[config.mk]
export PLATFORM = sky130hd
export DESIGN_NAME = cdb_arbiter_flat
export DESIGN_NICKNAME = d
export VERILOG_FILES = /design/src/rtl/fcpu_pkg.sv /design/src/rtl/cdb_arbiter_if.sv /design/src/rtl/rr_priority_select.sv /design/src/rtl/cdb_arbiter.sv /design/src/flat_wrapper.sv
export SDC_FILE = /design/constraint.sdc
export NUM_CORES = 1
export LEC_CHECK = 0
export CAP_MARGIN = 25
export CORE_MARGIN = 5
export CORE_UTILIZATION = 51
export CTS_BUF_LIST = sky130_fd_sc_hd__clkbuf_16
export CTS_CLUSTER_SIZE = 12
export DETAILED_ROUTE_END_ITERATION = 7
export PLACE_DENSITY = 0.93
export SLEW_MARGIN = 0
export SYNTH_ARGS = -nofsm -noshare
export SYNTH_HDL_FRONTEND = slang
export SYNTH_SLANG_ARGS = --single-unit
[constraint.sdc]
create_clock -name clk -period 2.7 [get_ports clk]
set_input_delay 0.54 -clock clk [delete_from_list [all_inputs] [get_ports clk]]
set_output_delay 0.54 -clock clk [all_outputs]
set_load 0.03 [all_outputs]
[src/rtl/fcpu_pkg.sv]
// rtl/fcpu_pkg.sv - core-wide CDB word layout and arbitration mode constants
package fcpu_pkg;

    localparam int RSV_ID_W = 6;
    localparam int DATA_W   = 32;
    localparam int CDB_W    = RSV_ID_W + DATA_W;

    typedef struct packed {
        logic [RSV_ID_W-1:0] rsv_id;
        logic [DATA_W-1:0]   data;
    } cdb_t;

    localparam bit CDB_ARB_FIXED = 1'b0;
    localparam bit CDB_ARB_RR    = 1'b1;

endpackage

[src/rtl/cdb_arbiter_if.sv]
// rtl/cdb_arbiter_if.sv - unit result slots and CDB broadcast bundle
interface cdb_arbiter_if #(
    parameter int N_UNITS = 2,
    parameter int CDB_W   = fcpu_pkg::CDB_W
);

    logic [N_UNITS-1:0][CDB_W-1:0] units_cdb;
    logic [N_UNITS-1:0]            units_cdb_valid;
    logic [N_UNITS-1:0]            units_cdb_ready;
    logic                          flush;
    logic [CDB_W-1:0]              cdb;
    logic                          cdb_valid;
    logic [N_UNITS-1:0]            cdb_grant;
    logic [N_UNITS-1:0]            pending;

    modport master (
        output units_cdb,
        output units_cdb_valid,
        output flush,
        input  units_cdb_ready,
        input  cdb,
        input  cdb_valid,
        input  cdb_grant,
        input  pending
    );

    modport slave (
        input  units_cdb,
        input  units_cdb_valid,
        input  flush,
        output units_cdb_ready,
        output cdb,
        output cdb_valid,
        output cdb_grant,
        output pending
    );

endinterface

[src/rtl/rr_priority_select.sv]
// rtl/rr_priority_select.sv - N-way one-hot selector searching upward from a start index with wrap
module rr_priority_select #(
    parameter int N     = 4,
    parameter int IDX_W = $clog2(N)
) (
    input  logic [N-1:0]     req_i,
    input  logic [IDX_W-1:0] start_i,
    output logic [N-1:0]     gnt_o,
    output logic [IDX_W-1:0] idx_o,
    output logic             any_o
);

    // Two passes: indices at or above start first, then the wrapped-around low indices.
    always_comb begin
        gnt_o = '0;
        idx_o = '0;
        any_o = 1'b0;
        for (int j = 0; j < N; j++) begin
            if (!any_o && req_i[j] && (j >= int'(start_i))) begin
                gnt_o[j] = 1'b1;
                idx_o    = IDX_W'(j);
                any_o    = 1'b1;
            end
        end
        for (int j = 0; j < N; j++) begin
            if (!any_o && req_i[j] && (j < int'(start_i))) begin
                gnt_o[j] = 1'b1;
                idx_o    = IDX_W'(j);
                any_o    = 1'b1;
            end
        end
    end

endmodule

[src/rtl/cdb_arbiter.sv]
// rtl/cdb_arbiter.sv - common-data-bus arbiter with per-unit holding slots and flush
module cdb_arbiter
    import fcpu_pkg::*;
#(
    parameter int N_UNITS = 2,
    parameter int CDB_W   = fcpu_pkg::CDB_W,
    parameter bit ARB_RR  = CDB_ARB_RR,
    parameter bit OUT_REG = 1'b1
) (
    input  logic          clk,
    input  logic          nrst,
    cdb_arbiter_if.slave  bus
);

    localparam int PTR_W = $clog2(N_UNITS);

    logic [N_UNITS-1:0]            occ_q, occ_d;
    logic [N_UNITS-1:0][CDB_W-1:0] word_q, word_d;
    logic [PTR_W-1:0]              ptr_q, ptr_d;

    logic [N_UNITS-1:0] req;
    logic [N_UNITS-1:0] gnt;
    logic [N_UNITS-1:0] ready;
    logic [N_UNITS-1:0] accept;
    logic [PTR_W-1:0]   start;
    logic [PTR_W-1:0]   gnt_idx;
    logic               gnt_any;
    logic [CDB_W-1:0]   sel_word;

    assign start = ARB_RR ? ptr_q : '0;
    assign req   = occ_q & ~{N_UNITS{bus.flush}};

    rr_priority_select #(
        .N     (N_UNITS),
        .IDX_W (PTR_W)
    ) u_sel (
        .req_i   (req),
        .start_i (start),
        .gnt_o   (gnt),
        .idx_o   (gnt_idx),
        .any_o   (gnt_any)
    );

    // A granted slot frees itself this cycle, so a streaming unit can reload without a bubble.
    assign ready  = ~{N_UNITS{bus.flush}} & (~occ_q | gnt);
    assign accept = bus.units_cdb_valid & ready;

    assign bus.units_cdb_ready = ready;
    assign bus.pending         = occ_q;

    always_comb begin
        sel_word = '0;
        for (int i = 0; i < N_UNITS; i++) begin
            if (gnt[i]) begin
                sel_word = sel_word | word_q[i];
            end
        end
    end

    always_comb begin
        occ_d  = occ_q;
        word_d = word_q;
        ptr_d  = ptr_q;
        if (bus.flush) begin
            occ_d = '0;
        end else begin
            occ_d = (occ_q & ~gnt) | accept;
        end
        for (int i = 0; i < N_UNITS; i++) begin
            if (accept[i]) begin
                word_d[i] = bus.units_cdb[i];
            end
        end
        if (ARB_RR && gnt_any) begin
            ptr_d = (gnt_idx == PTR_W'(N_UNITS - 1)) ? '0 : gnt_idx + PTR_W'(1);
        end
    end

    always_ff @(posedge clk or negedge nrst) begin
        if (!nrst) begin
            occ_q  <= '0;
            word_q <= '0;
            ptr_q  <= '0;
        end else begin
            occ_q  <= occ_d;
            word_q <= word_d;
            ptr_q  <= ptr_d;
        end
    end

    // Flush blocks the grant, so the word registered in the flush cycle is already idle.
    if (OUT_REG) begin : g_out_reg
        logic [CDB_W-1:0]   cdb_q;
        logic               cdb_valid_q;
        logic [N_UNITS-1:0] cdb_grant_q;

        always_ff @(posedge clk or negedge nrst) begin
            if (!nrst) begin
                cdb_q       <= '0;
                cdb_valid_q <= 1'b0;
                cdb_grant_q <= '0;
            end else begin
                cdb_q       <= sel_word;
                cdb_valid_q <= gnt_any;
                cdb_grant_q <= gnt;
            end
        end

        assign bus.cdb       = cdb_q;
        assign bus.cdb_valid = cdb_valid_q;
        assign bus.cdb_grant = cdb_grant_q;
    end else begin : g_out_comb
        assign bus.cdb       = sel_word;
        assign bus.cdb_valid = gnt_any;
        assign bus.cdb_grant = gnt;
    end

endmodule

[src/flat_wrapper.sv]
// flat-port wrapper written by rule: the top's interface ports become plain ports
module cdb_arbiter_flat import fcpu_pkg::*;
#(
    parameter int N_UNITS = 2,
    parameter int CDB_W   = fcpu_pkg::CDB_W,
    parameter bit ARB_RR  = CDB_ARB_RR,
    parameter bit OUT_REG = 1'b1
)
  (clk, nrst, bus_units_cdb, bus_units_cdb_valid, bus_flush, bus_units_cdb_ready, bus_cdb, bus_cdb_valid, bus_cdb_grant, bus_pending);
  cdb_arbiter_if #(.N_UNITS(N_UNITS), .CDB_W(CDB_W)) bus_i ();
  input  logic clk;
  input  logic nrst;
  input wire logic [$bits(bus_i.units_cdb)-1:0] bus_units_cdb;
  input wire logic [$bits(bus_i.units_cdb_valid)-1:0] bus_units_cdb_valid;
  input wire logic [$bits(bus_i.flush)-1:0] bus_flush;
  output wire logic [$bits(bus_i.units_cdb_ready)-1:0] bus_units_cdb_ready;
  output wire logic [$bits(bus_i.cdb)-1:0] bus_cdb;
  output wire logic [$bits(bus_i.cdb_valid)-1:0] bus_cdb_valid;
  output wire logic [$bits(bus_i.cdb_grant)-1:0] bus_cdb_grant;
  output wire logic [$bits(bus_i.pending)-1:0] bus_pending;
  assign bus_i.units_cdb = bus_units_cdb;
  assign bus_i.units_cdb_valid = bus_units_cdb_valid;
  assign bus_i.flush = bus_flush;
  assign bus_units_cdb_ready = bus_i.units_cdb_ready;
  assign bus_cdb = bus_i.cdb;
  assign bus_cdb_valid = bus_i.cdb_valid;
  assign bus_cdb_grant = bus_i.cdb_grant;
  assign bus_pending = bus_i.pending;
  cdb_arbiter #(.N_UNITS(N_UNITS), .CDB_W(CDB_W), .ARB_RR(ARB_RR), .OUT_REG(OUT_REG)) u_core (.clk(clk), .nrst(nrst), .bus(bus_i));
endmodule
* Word-level counts from Yosys, hierarchy flattened
Cells that the tools add are included.
** Word-level totals
- Flip-flop bits (word level) :: 120
- Input bits :: 81
- Output and inout port bits :: 45
** Operators by class
- Add/subtract/negate cells :: 1
- Magnitude comparators :: 2
- Multiplexer cells :: 10
- Bitwise operators :: 10
- Reductions and logical operators :: 6
** Operators by type and width (count)
- 2-to-1 mux 38 bit :: 2
- OR 38 bit :: 1
- bitwise AND 2 bit :: 4
- 2-to-1 mux 1 bit :: 7
- NOT 2 bit :: 3
- logical AND 1 bit :: 4
- OR 2 bit :: 2
- zero test 1 bit :: 2
- 2-to-1 mux 2 bit :: 1
- adder 1 bit, second input constant :: 1
- greater-or-equal comparator 1 bit, first input constant :: 1
- < comparator 1 bit, first input constant :: 1

* Depth between registers and ports, before layout
Gate-level depths: netlist (run 1).
- Word-level depth :: 16
- Depth in mapped cells :: 5
- Mapped depth without buffers :: 3

* By module
Synthesis (run 1) repeated with hierarchy kept, for this count alone.
** Unflattened totals
- Cells, all modules :: 269
- Area total of the unflattened synthesis :: 4615.7 sq um
** Modules (own cells, without submodules)
- cdb_arbiter :: instances 1, cells an instance 264, area an instance 4583.1 sq um, seq. area each 3002.9 sq um
- rr_priority_select :: instances 1, cells an instance 5, area an instance 32.5 sq um, seq. area each 0.0 sq um

* Worst setup path after synthesis (run 1)
OpenSTA, ideal clock, no wires.
- Path type :: flip-flop to output port
- Start point :: register u_core.occ_q[0] (netlist: u_core.bus.pending[0])
- End point :: output bus_units_cdb_ready[1]
- Arrival :: 1.217 ns
- Required time :: 2.160 ns
- Slack :: 0.943 ns
- Cell stages (with the launch flop) :: 3
- Path buffers :: 0
- Cell sequence :: dfrtp_1 > nor2b_4 > a21oi_1
** Between the ends
- Longest elaborated chain between the ends :: 8
** Ends and longest elaborated chain
- start, declared :: RTL line cdb_arbiter.sv:17 : logic [N_UNITS-1:0] occ_q, occ_d;
- start signal, assigned :: RTL line cdb_arbiter.sv:81 : occ_q <= '0;
- start signal, assigned :: RTL line cdb_arbiter.sv:85 : occ_q <= occ_d;
- bitwise AND 2 bit :: RTL line cdb_arbiter.sv:31 : assign req = occ_q & ~{N_UNITS{bus.flush}};
- logical AND 1 bit :: RTL line rr_priority_select.sv:19 : if (!any_o && req_i[j] && (j >= int'(start_i))) begin
- 2-to-1 mux 1 bit :: RTL line rr_priority_select.sv:19
- zero test 1 bit :: RTL line rr_priority_select.sv:19
- logical AND 1 bit :: RTL line rr_priority_select.sv:19
- 2-to-1 mux 1 bit :: RTL line rr_priority_select.sv:19
- OR 2 bit :: RTL line cdb_arbiter.sv:45 : assign ready = ~{N_UNITS{bus.flush}} & (~occ_q | gnt);
- bitwise AND 2 bit :: RTL line cdb_arbiter.sv:45
- end, declared :: RTL line flat_wrapper.sv:16 : output wire logic [$bits(bus_i.units_cdb_ready)-1:0] bus_units_cdb_ready;
No other way between the ends.

* Final worst setup path (run 1)
- Start point :: input bus_flush
- End point :: output bus_units_cdb_ready[0]
** Between the ends
- Longest elaborated chain between the ends :: 13
** Ends and longest elaborated chain
- start, declared :: RTL line flat_wrapper.sv:15 : input wire logic [$bits(bus_i.flush)-1:0] bus_flush;
- NOT 2 bit * :: RTL line cdb_arbiter.sv:31, cdb_arbiter.sv:45
- bitwise AND 2 bit :: RTL line cdb_arbiter.sv:31
- logical AND 1 bit :: RTL line rr_priority_select.sv:19
- 2-to-1 mux 1 bit :: RTL line rr_priority_select.sv:19
- zero test 1 bit :: RTL line rr_priority_select.sv:19
- logical AND 1 bit :: RTL line rr_priority_select.sv:19
- 2-to-1 mux 1 bit :: RTL line rr_priority_select.sv:19
- zero test 1 bit :: RTL line rr_priority_select.sv:26 : if (!any_o && req_i[j] && (j < int'(start_i))) begin
- logical AND 1 bit (2 in a row) :: RTL line rr_priority_select.sv:26
- 2-to-1 mux 1 bit :: RTL line rr_priority_select.sv:26
- OR 2 bit :: RTL line cdb_arbiter.sv:45
- bitwise AND 2 bit * :: RTL line cdb_arbiter.sv:45
Every way passes the cells marked *; elsewhere a longest branch is shown, timed or not.

==> impl_metrics.py, run 1 <==
metrics = {
    "run_status": {
        "status": "complete, no violations",
    },
    "place": {
        "place.gp.congestion": 0.805,
        "portBuffers": 125,
        "dp_hpwl_um": 6630,
        "place_ws_ps": 230,
        "dpl.cell_count": 493,
    },
    "clock_network": {
        "cts_tree": "done",
        "clk_latency_ps": 390,
        "clockRootBuffer": "clkbuf_16",
        "clk_path_buf_depth": 2,
        "clock-sinks": 120,
        "post_cts_buffers": 0,
        "numCtsBuffers": 17,
        "htreeDepth": 4,
        "cts_resized": 0,
        "clkTransAtPathRegs_ps": 50,
        "hold_buffers": 0,
    },
    "min_path": {
        "worstHoldPathType": "input port to asynchronous set/reset pin",
    },
    "synthesis": {
        "synth-compound-area-share_pct": 8.54,
        "syn-num-nets": 348,
        "ys_top_cells_by_area": "dfrtp_1 67%, mux2_2 9.0%, a22o_1 7.6%",
        "yosys_warnings": 0,
        "synthMuxAreaShare_pct": 20.8,
        "syn_area_um2": 4480,
        "syn-instance-count": 267,
        "avgSynthCellArea_um2": 16.8,
        "synth_top_area_share_pct": 67.0,
        "synth_xor_area_share_pct": 0,
        "synth_top_family_by_area": "multiplexers",
        "yosys.area_share.adder_pct": 0,
        "yosys.area_share.simple_pct": 1.12,
        "ys_seq_area_share_pct": 67.0,
        "synth_cell_types": 16,
        "synth_top_cell_by_area": "dfrtp_1",
        "ys_seq_elements": 120,
    },
    "worst_setup_path": {
        "slowest_stage": "clkdlybuf4s50_1",
        "crit_family": "buffers and inverters",
        "crit_required_ps": 2160,
        "reg2reg_slack_ps": 960,
        "cp-endpoint": "bus_units_cdb_ready[0]",
        "cp-end-kind": "output port",
        "crit_top_cell": "clkdlybuf4s50_1",
        "worstPathArrival_ps": 1950,
        "crit_path_cell_trace": "clkdlybuf4s50_1 > a31oi_1 > clkdlybuf4s50_1",
        "crit_type": "input port to output port",
        "crit_start": "bus_flush",
        "r2r_end": "u_core.word_q[46]$_DFFE_PN0P_",
        "critical_path_buf_inv_count": 2,
        "r2r-start": "u_core.bus.pending[0]$_DFF_PN0_",
        "crit_cells": 3,
        "max_stage_delay_ps": 690,
        "critPathMaxFanout": 8,
        "r2r_cells": 4,
        "start_kind": "input port",
    },
    "finish": {
        "drive_gt1_share_pct": 24.0,
        "area_growth_pct": 45.2,
        "layout_commonest_cell": "clkdlybuf4s50_1",
        "nets": 485,
        "fin_cells": 525,
        "diodes": 0,
        "layout_common_cells": "124 x clkdlybuf4s50_1, 120 x dfrtp_1, 39 x a22o_1, 36 x mux2_2",
    },
    "timing": {
        "tightest_slew_ps": 620,
        "fin_crit_ps": 2490,
        "slew_violations": 0,
        "hold_violations": 0,
        "max_freq_mhz": 402,
        "rsz0062_at_grt": "no",
        "finalSetupTns_ps": 0,
        "setup_viol": 0,
        "finalWorstSetupSlack_ps": 212,
        "clock_skew_ps": 9.60,
        "relSlewSlack_pct": 58.7,
        "finalCritPeriodShare_pct": 92.1,
    },
    "floorplanning": {
        "fp-row-count": 34,
        "core_um2": 8640,
        "die_w_um": 104,
        "die_y_um": 104,
        "initial_core_util_pct": 51.9,
        "ios": 126,
        "die_area_um2": 10800,
    },
    "grt": {
        "grt_pass1_vias": 3241,
        "antenna_found_initial": 0,
        "grt_pass1_wl_um": 16800,
        "grt_max_degree": 65,
        "gr-total-overflow": 0,
        "grt_usage_pct": 19.7,
    },
    "power": {
        "p_leak_nw": 2.86,
        "power_density_nw_per_um2": 838,
        "worst_ir_drop_vdd_mv": 0.567,
    },
    "flow_run": {
        "cap_violations": 0,
    },
    "detailed_routing": {
        "finalWirelength_um": 10100,
        "firstDrtPassIters": 4,
        "ant_nets": 0,
        "drc_errors": 0,
        "dr_total_vias": 2779,
        "first_iter_violations": 64,
        "vias_per_cell": 5.29,
        "wire_per_inst_um": 19.3,
    },
}
synthesized netlist by cell type, drive strengths merged:
library cell	number
a21oi	3
a22o	39
a31oi	2
buf	16
dfrtp	120
inv	1
mux2	76
nand2b	4
nor2	3
nor2b	1
o21ai	2
per-stage QoR:
stage	hold WS [ps]	area (µm²)	total power, mW	util [%]
final	170	6510	5.46	75.4
after detailed placement	476	5900	3.18	68.3
after global routing	209	6510	5.68	75.4
after CTS	170	6510	5.50	75.4
after floorplan	244	4480	2.74	-
after global placement	468	5900	3.14	68.3
worst min-delay path by stage:
stage                             startpoint                             to  cells after the start
5_1_grt                                 nrst   u_core.bus.cdb[21]$_DFF_PN0_                      1
2_1_floorplan                           nrst    u_core.bus.cdb[0]$_DFF_PN0_                      0
3_5_place_dp   u_core.word_q[40]$_DFFE_PN0P_    u_core.bus.cdb[2]$_DFF_PN0_                      1
3_3_place_gp   u_core.word_q[35]$_DFFE_PN0P_  u_core.word_q[35]$_DFFE_PN0P_                      1
4_1_cts                                 nrst   u_core.bus.cdb[21]$_DFF_PN0_                      1
6_report                                nrst  u_core.word_q[23]$_DFFE_PN0P_                      1
where the power goes:
group	total, mW	internal (mW)	switching (mW)
registers	2.24	2.09	0.160
logic	0.910	0.502	0.408
clock network	2.30	1.53	0.771
total	5.46	4.12	1.34
area by class of cell:
cell class                      count  area [µm²]
Sequential cell                   120        3000
Fill cell                         535        2120
Multi-Input combinational cell    130        1410
Timing Repair Buffer              134        1350
Clock buffer                       17         425
Clock inverter                     15         186
Tap cell                          108         135
Inverter                            1        3.75
worst reg2reg max path: cells and delay by family (launching register included):
kind | cells | cell delay, ps
compound gates | 1 | 200
flops | 1 | 470
simple gates | 1 | 210
buf+inv | 1 | 350
mux | 1 | 390
routing by layer:
layer / vias up / share of wire [%] / GRT usage, %
met5: - / 0 / 0
met4: 0 / 0.75 / 6.48
met3: 8 / 4.9 / 5.41
met2: 89 / 51 / 32.9
met1: 1437 / 43 / 24.9
li1: 1245 / - / -
registers in the layout, indices dropped and copies added (netlist names):
signal	count
u_core.word_q	76
u_core.bus.cdb	38
u_core.bus.cdb_grant	2
u_core.bus.pending	2
u_core.bus.cdb_valid	1
u_core.ptr_q	1
cell families after synthesis:
logic type	count (synthesis)
flip-flops	120
multiplexers	76
AO/OA/AOI/OAI	46
buffers and inverters	17
AND/OR/NAND/NOR	8
Note: power is estimated with default switching activity, not from simulation.
==> run 2: changes to the inputs <==
- MAX_ROUTING_LAYER: default -> met4
==> impl_metrics.py, run 2 (synthesis results as in run 1) <==
metrics = {
    "run_status": {
        "status": "complete, no violations",
    },
    "grt": {
        "grt_usage_pct": 20.3,
        "grt_use_met2_pct": 33.0,
        "antenna_found_initial": 0,
        "top_usage_layer": "met2",
        "grt_max_degree": 65,
        "grt_pass1_wl_um": 16800,
        "grt_pass1_vias": 3245,
        "gr-total-overflow": 0,
        "grt.met3_usage_pct": 4.98,
        "use_met1_pct": 25.2,
    },
    "worst_setup_path": {
        "r2r-start": "u_core.bus.pending[0]$_DFF_PN0_",
        "crit_required_ps": 2160,
        "r2r_cells": 4,
        "crit_type": "input port to output port",
        "cp-end-kind": "output port",
        "reg2reg_slack_ps": 960,
        "worstPathArrival_ps": 1950,
        "crit_start": "bus_flush",
        "critPathMaxFanout": 8,
        "start_kind": "input port",
        "r2r_end": "u_core.word_q[46]$_DFFE_PN0P_",
    },
    "place": {
        "place.gp.congestion": 0.817,
        "dpl.cell_count": 493,
        "place_ws_ps": 230,
        "dp_hpwl_um": 6630,
        "portBuffers": 125,
    },
    "clock_network": {
        "post_cts_buffers": 0,
        "clock-sinks": 120,
        "clockRootBuffer": "clkbuf_16",
        "clkTransAtPathRegs_ps": 50,
        "clk_latency_ps": 390,
        "cts_resized": 0,
        "htreeDepth": 4,
        "clk_path_buf_depth": 2,
        "numCtsBuffers": 17,
        "cts_tree": "done",
        "hold_buffers": 0,
    },
    "detailed_routing": {
        "first_iter_violations": 61,
        "dr_total_vias": 2773,
        "drc_errors": 0,
        "wire_per_inst_um": 19.3,
        "vias_per_cell": 5.28,
        "firstDrtPassIters": 4,
        "ant_nets": 0,
        "finalWirelength_um": 10200,
    },
    "timing": {
        "hold_violations": 0,
        "relSlewSlack_pct": 58.6,
        "max_freq_mhz": 402,
        "rsz0062_at_grt": "no",
        "clock_skew_ps": 10.0,
        "finalCritPeriodShare_pct": 92.1,
        "finalWorstSetupSlack_ps": 213,
        "tightest_slew_ps": 621,
        "finalSetupTns_ps": 0,
        "setup_viol": 0,
        "slew_violations": 0,
        "fin_crit_ps": 2490,
    },
    "finish": {
        "regArea_um2": 3000,
        "layout_commonest_cell": "clkdlybuf4s50_1",
        "drive_gt1_share_pct": 24.0,
        "regMostFlops": "u_core.word_q",
        "nets": 485,
        "area_growth_pct": 45.2,
        "fin_cells": 525,
        "diodes": 0,
        "multi_input_area_um2": 1410,
        "postLayoutCoreUtil_pct": 75.4,
        "nFillCells": 535,
        "largest_reg_flops": 76,
        "layout_common_cells": "124 x clkdlybuf4s50_1, 120 x dfrtp_1, 39 x a22o_1, 36 x mux2_2",
    },
    "floorplanning": {
        "fp-row-count": 34,
        "core_um2": 8640,
        "die_y_um": 104,
        "die_w_um": 104,
        "initial_core_util_pct": 51.9,
        "die_area_um2": 10800,
        "ios": 126,
    },
    "power": {
        "sw_frac_of_total_pct": 24.5,
        "worst_ir_drop_vdd_mv": 0.568,
        "power.switching_mw": 1.34,
        "p_comb_share_pct": 16.7,
        "p_leak_nw": 2.86,
        "p_clk_share_pct": 42.2,
        "internal-power_mw": 4.12,
        "power_density_nw_per_um2": 838,
        "seq_power_share_pct": 41.2,
    },
    "flow_run": {
        "cap_violations": 0,
    },
    "min_path": {
        "worstHoldPathType": "input port to asynchronous set/reset pin",
    },
}
==> run 2: cell counts in the layout (fill, tap and decap cells not counted) <==
Identical to the previous run, type by type.
==> run 2: metal layers <==
layer / routed length [µm] / share of wire (%)
met5: 0 / 0
met2: 5190 / 51
met3: 449 / 4.4
met1: 4450 / 44
met4: 67 / 0.66
==> run 2: how the worst max path moves through the flow <==
stage / endpoint / slack, ps / cells past startpoint
2_1_floorplan: bus_units_cdb_ready[1] / 940 / 2
3_3_place_gp: bus_units_cdb_ready[0] / 270 / 3
3_5_place_dp: bus_units_cdb_ready[0] / 230 / 3
4_1_cts: bus_units_cdb_ready[1] / 200 / 3
5_1_grt: bus_units_cdb_ready[1] / 90 / 3
6_report: bus_units_cdb_ready[0] / 210 / 3
==> run 2: power by group through the flow <==
stage	clock, mW	sequential (mW)	combinational, mW
6_report	2.30	2.25	0.910
5_1_grt	2.43	2.28	0.968
4_1_cts	2.33	2.25	0.922
3_5_place_dp	0	2.27	0.914
3_3_place_gp	0	2.25	0.890
2_1_floorplan	0	2.38	0.367
==> run 2: final cells by class <==
class                   instances  area share, %
inverters                       1         0.0576
well taps                     108           2.07
flip-flops and latches        120           46.1
multi-input cells             130           21.6
clock inverters                15           2.86
repair buffers                134           20.8
clock buffers                  17           6.53
==> run 2: worst max-delay path, cell delays in order <==
cell and delay, ps:
clkdlybuf4s50_1 510, a31oi_1 200, clkdlybuf4s50_1 690
==> run 2: per-stage QoR <==
stage / power [mW] / cell area [µm²] / hold WS (ps)
3_5_place_dp: 3.18 / 5900 / 476
2_1_floorplan: 2.74 / 4480 / 244
6_report: 5.46 / 6510 / 166
5_1_grt: 5.68 / 6510 / 208
3_3_place_gp: 3.14 / 5900 / 468
4_1_cts: 5.50 / 6510 / 170
==> run 3: changes to the inputs <==
- CORE_MARGIN: 5 -> 4
- clock period: 2.7 -> 3.2 ns (I/O delays scaled with it)
==> impl_metrics.py, run 3 (synthesis results as in run 1) <==
metrics = {
    "run_status": {
        "status": "complete, no violations",
    },
    "timing": {
        "clock_skew_ps": 7.39,
        "fin_crit_ps": 2680,
        "rsz0062_at_grt": "no",
        "relSlewSlack_pct": 61.0,
        "slew_violations": 0,
        "finalCritPeriodShare_pct": 83.6,
        "max_freq_mhz": 374,
        "tightest_slew_ps": 584,
        "hold_violations": 0,
        "setup_viol": 0,
        "finalSetupTns_ps": 0,
    },
    "grt": {
        "antenna_found_initial": 0,
        "grt_max_degree": 76,
        "gr-total-overflow": 0,
        "grt_pass1_vias": 3169,
        "grt_pass1_wl_um": 16200,
        "grt_usage_pct": 21.6,
    },
    "detailed_routing": {
        "vias_per_cell": 5.42,
        "first_iter_violations": 78,
        "wire_per_inst_um": 20.2,
        "ant_nets": 0,
        "dr_total_vias": 2801,
        "firstDrtPassIters": 4,
        "finalWirelength_um": 10400,
        "drc_errors": 0,
    },
    "floorplanning": {
        "fp-row-count": 33,
        "ios": 126,
        "die_w_um": 102,
        "core_um2": 8380,
        "die_y_um": 102,
        "die_area_um2": 10400,
        "initial_core_util_pct": 53.5,
    },
    "clock_network": {
        "clock-sinks": 120,
        "htreeDepth": 4,
        "cts_tree": "done",
        "numCtsBuffers": 17,
        "clk_latency_ps": 390,
        "post_cts_buffers": 0,
        "cts_resized": 0,
        "clockRootBuffer": "clkbuf_16",
        "clk_path_buf_depth": 2,
        "hold_buffers": 0,
        "clkTransAtPathRegs_ps": 50,
    },
    "finish": {
        "largest_reg_flops": 76,
        "nets": 483,
        "nFillCells": 484,
        "diodes": 0,
        "layout_commonest_cell": "clkdlybuf4s50_1",
        "layout_common_cells": "124 x clkdlybuf4s50_1, 120 x dfrtp_1, 39 x a22o_1, 36 x mux2_2",
        "regMostFlops": "u_core.word_q",
        "drive_gt1_share_pct": 23.3,
        "area_growth_pct": 43.9,
    },
    "power": {
        "power_density_nw_per_um2": 707,
        "worst_ir_drop_vdd_mv": 0.409,
        "total_power_mw": 4.56,
        "p_leak_nw": 2.83,
    },
    "worst_setup_path": {
        "crit_required_ps": 2560,
        "slowest_stage": "clkdlybuf4s50_1",
        "start_kind": "input port",
        "critical_path_buf_inv_count": 2,
        "critPathMaxFanout": 8,
        "max_stage_delay_ps": 690,
        "crit_type": "input port to output port",
        "crit_path_cell_trace": "clkdlybuf4s50_1 > a31oi_1 > clkdlybuf4s50_1",
        "cp-end-kind": "output port",
        "crit_top_cell": "clkdlybuf4s50_1",
        "crit_family": "buffers and inverters",
        "worstPathArrival_ps": 2040,
    },
    "min_path": {
        "worstHoldPathType": "input port to asynchronous set/reset pin",
    },
    "place": {
        "dp_hpwl_um": 6720,
        "portBuffers": 125,
        "place.gp.congestion": 0.838,
    },
    "flow_run": {
        "cap_violations": 0,
    },
}
[run 3: path summary, 6_finish.rpt]
kind	from	to	slack, ps	cells past startpoint
worst max-delay path	bus_flush	bus_units_cdb_ready[0]	520	3
worst min-delay path	nrst	u_core.bus.cdb[20]$_DFF_PN0_	250	1
worst max register to register	u_core.bus.pending[1]$_DFF_PN0_	u_core.bus.cdb[14]$_DFF_PN0_	1290	4
worst min register to register	u_core.word_q[33]$_DFFE_PN0P_	u_core.word_q[33]$_DFFE_PN0P_	480	1
max in group asynchronous	nrst	u_core.word_q[41]$_DFFE_PN0P_	2160	2
min in group clk	u_core.word_q[33]$_DFFE_PN0P_	u_core.word_q[33]$_DFFE_PN0P_	480	1
[run 3: where the power goes]
part / total (mW) / internal [mW] / switching (mW) / leakage (nW)
registers: 1.90 / 1.76 / 0.140 / 1.48
clock network: 1.89 / 1.27 / 0.619 / 0.289
logic: 0.768 / 0.419 / 0.349 / 1.06
[run 3: metrics by stage]
stage          std cells  cell area (µm²)  setup WS, ps  hold WS (ps)  util, %
2_1_floorplan        267             4480          1340           344        -
3_3_place_gp         488             5870           565           467     70.0
3_5_place_dp         488             5870           521           473     70.0
4_1_cts              517             6450           518           264     77.0
5_1_grt              517             6450           480           288     77.0
6_report             517             6450           523           254     77.0
[run 3: worst register-to-register path, cell delays in order, from the launching register on]
cell and delay (ps):
dfrtp_1 610, nand2b_1 210, nor2_4 440, buf_4 380
a22o_1 200
[run 3: final cells by class]
cell class              instances  area (µm²)  area share (%)
flip-flops and latches        120        3000            46.5
clock inverters                12         160            2.48
clock buffers                  17         425            6.59
well taps                     105         131            2.04
multi-input cells             130        1410            21.8
inverters                       1        3.75          0.0582
repair buffers                132        1330            20.5
[run 3: layer usage]
| metal | vias up | GRT usage, % | part of all wire, % |
|---|---|---|---|
| li1 | 1242 | - | - |
| met1 | 1448 | 25.6 | 40 |
| met2 | 102 | 35.8 | 51 |
| met3 | 9 | 7.37 | 7.8 |
| met4 | 0 | 5.11 | 0.57 |
| met5 | - | - | 0 |
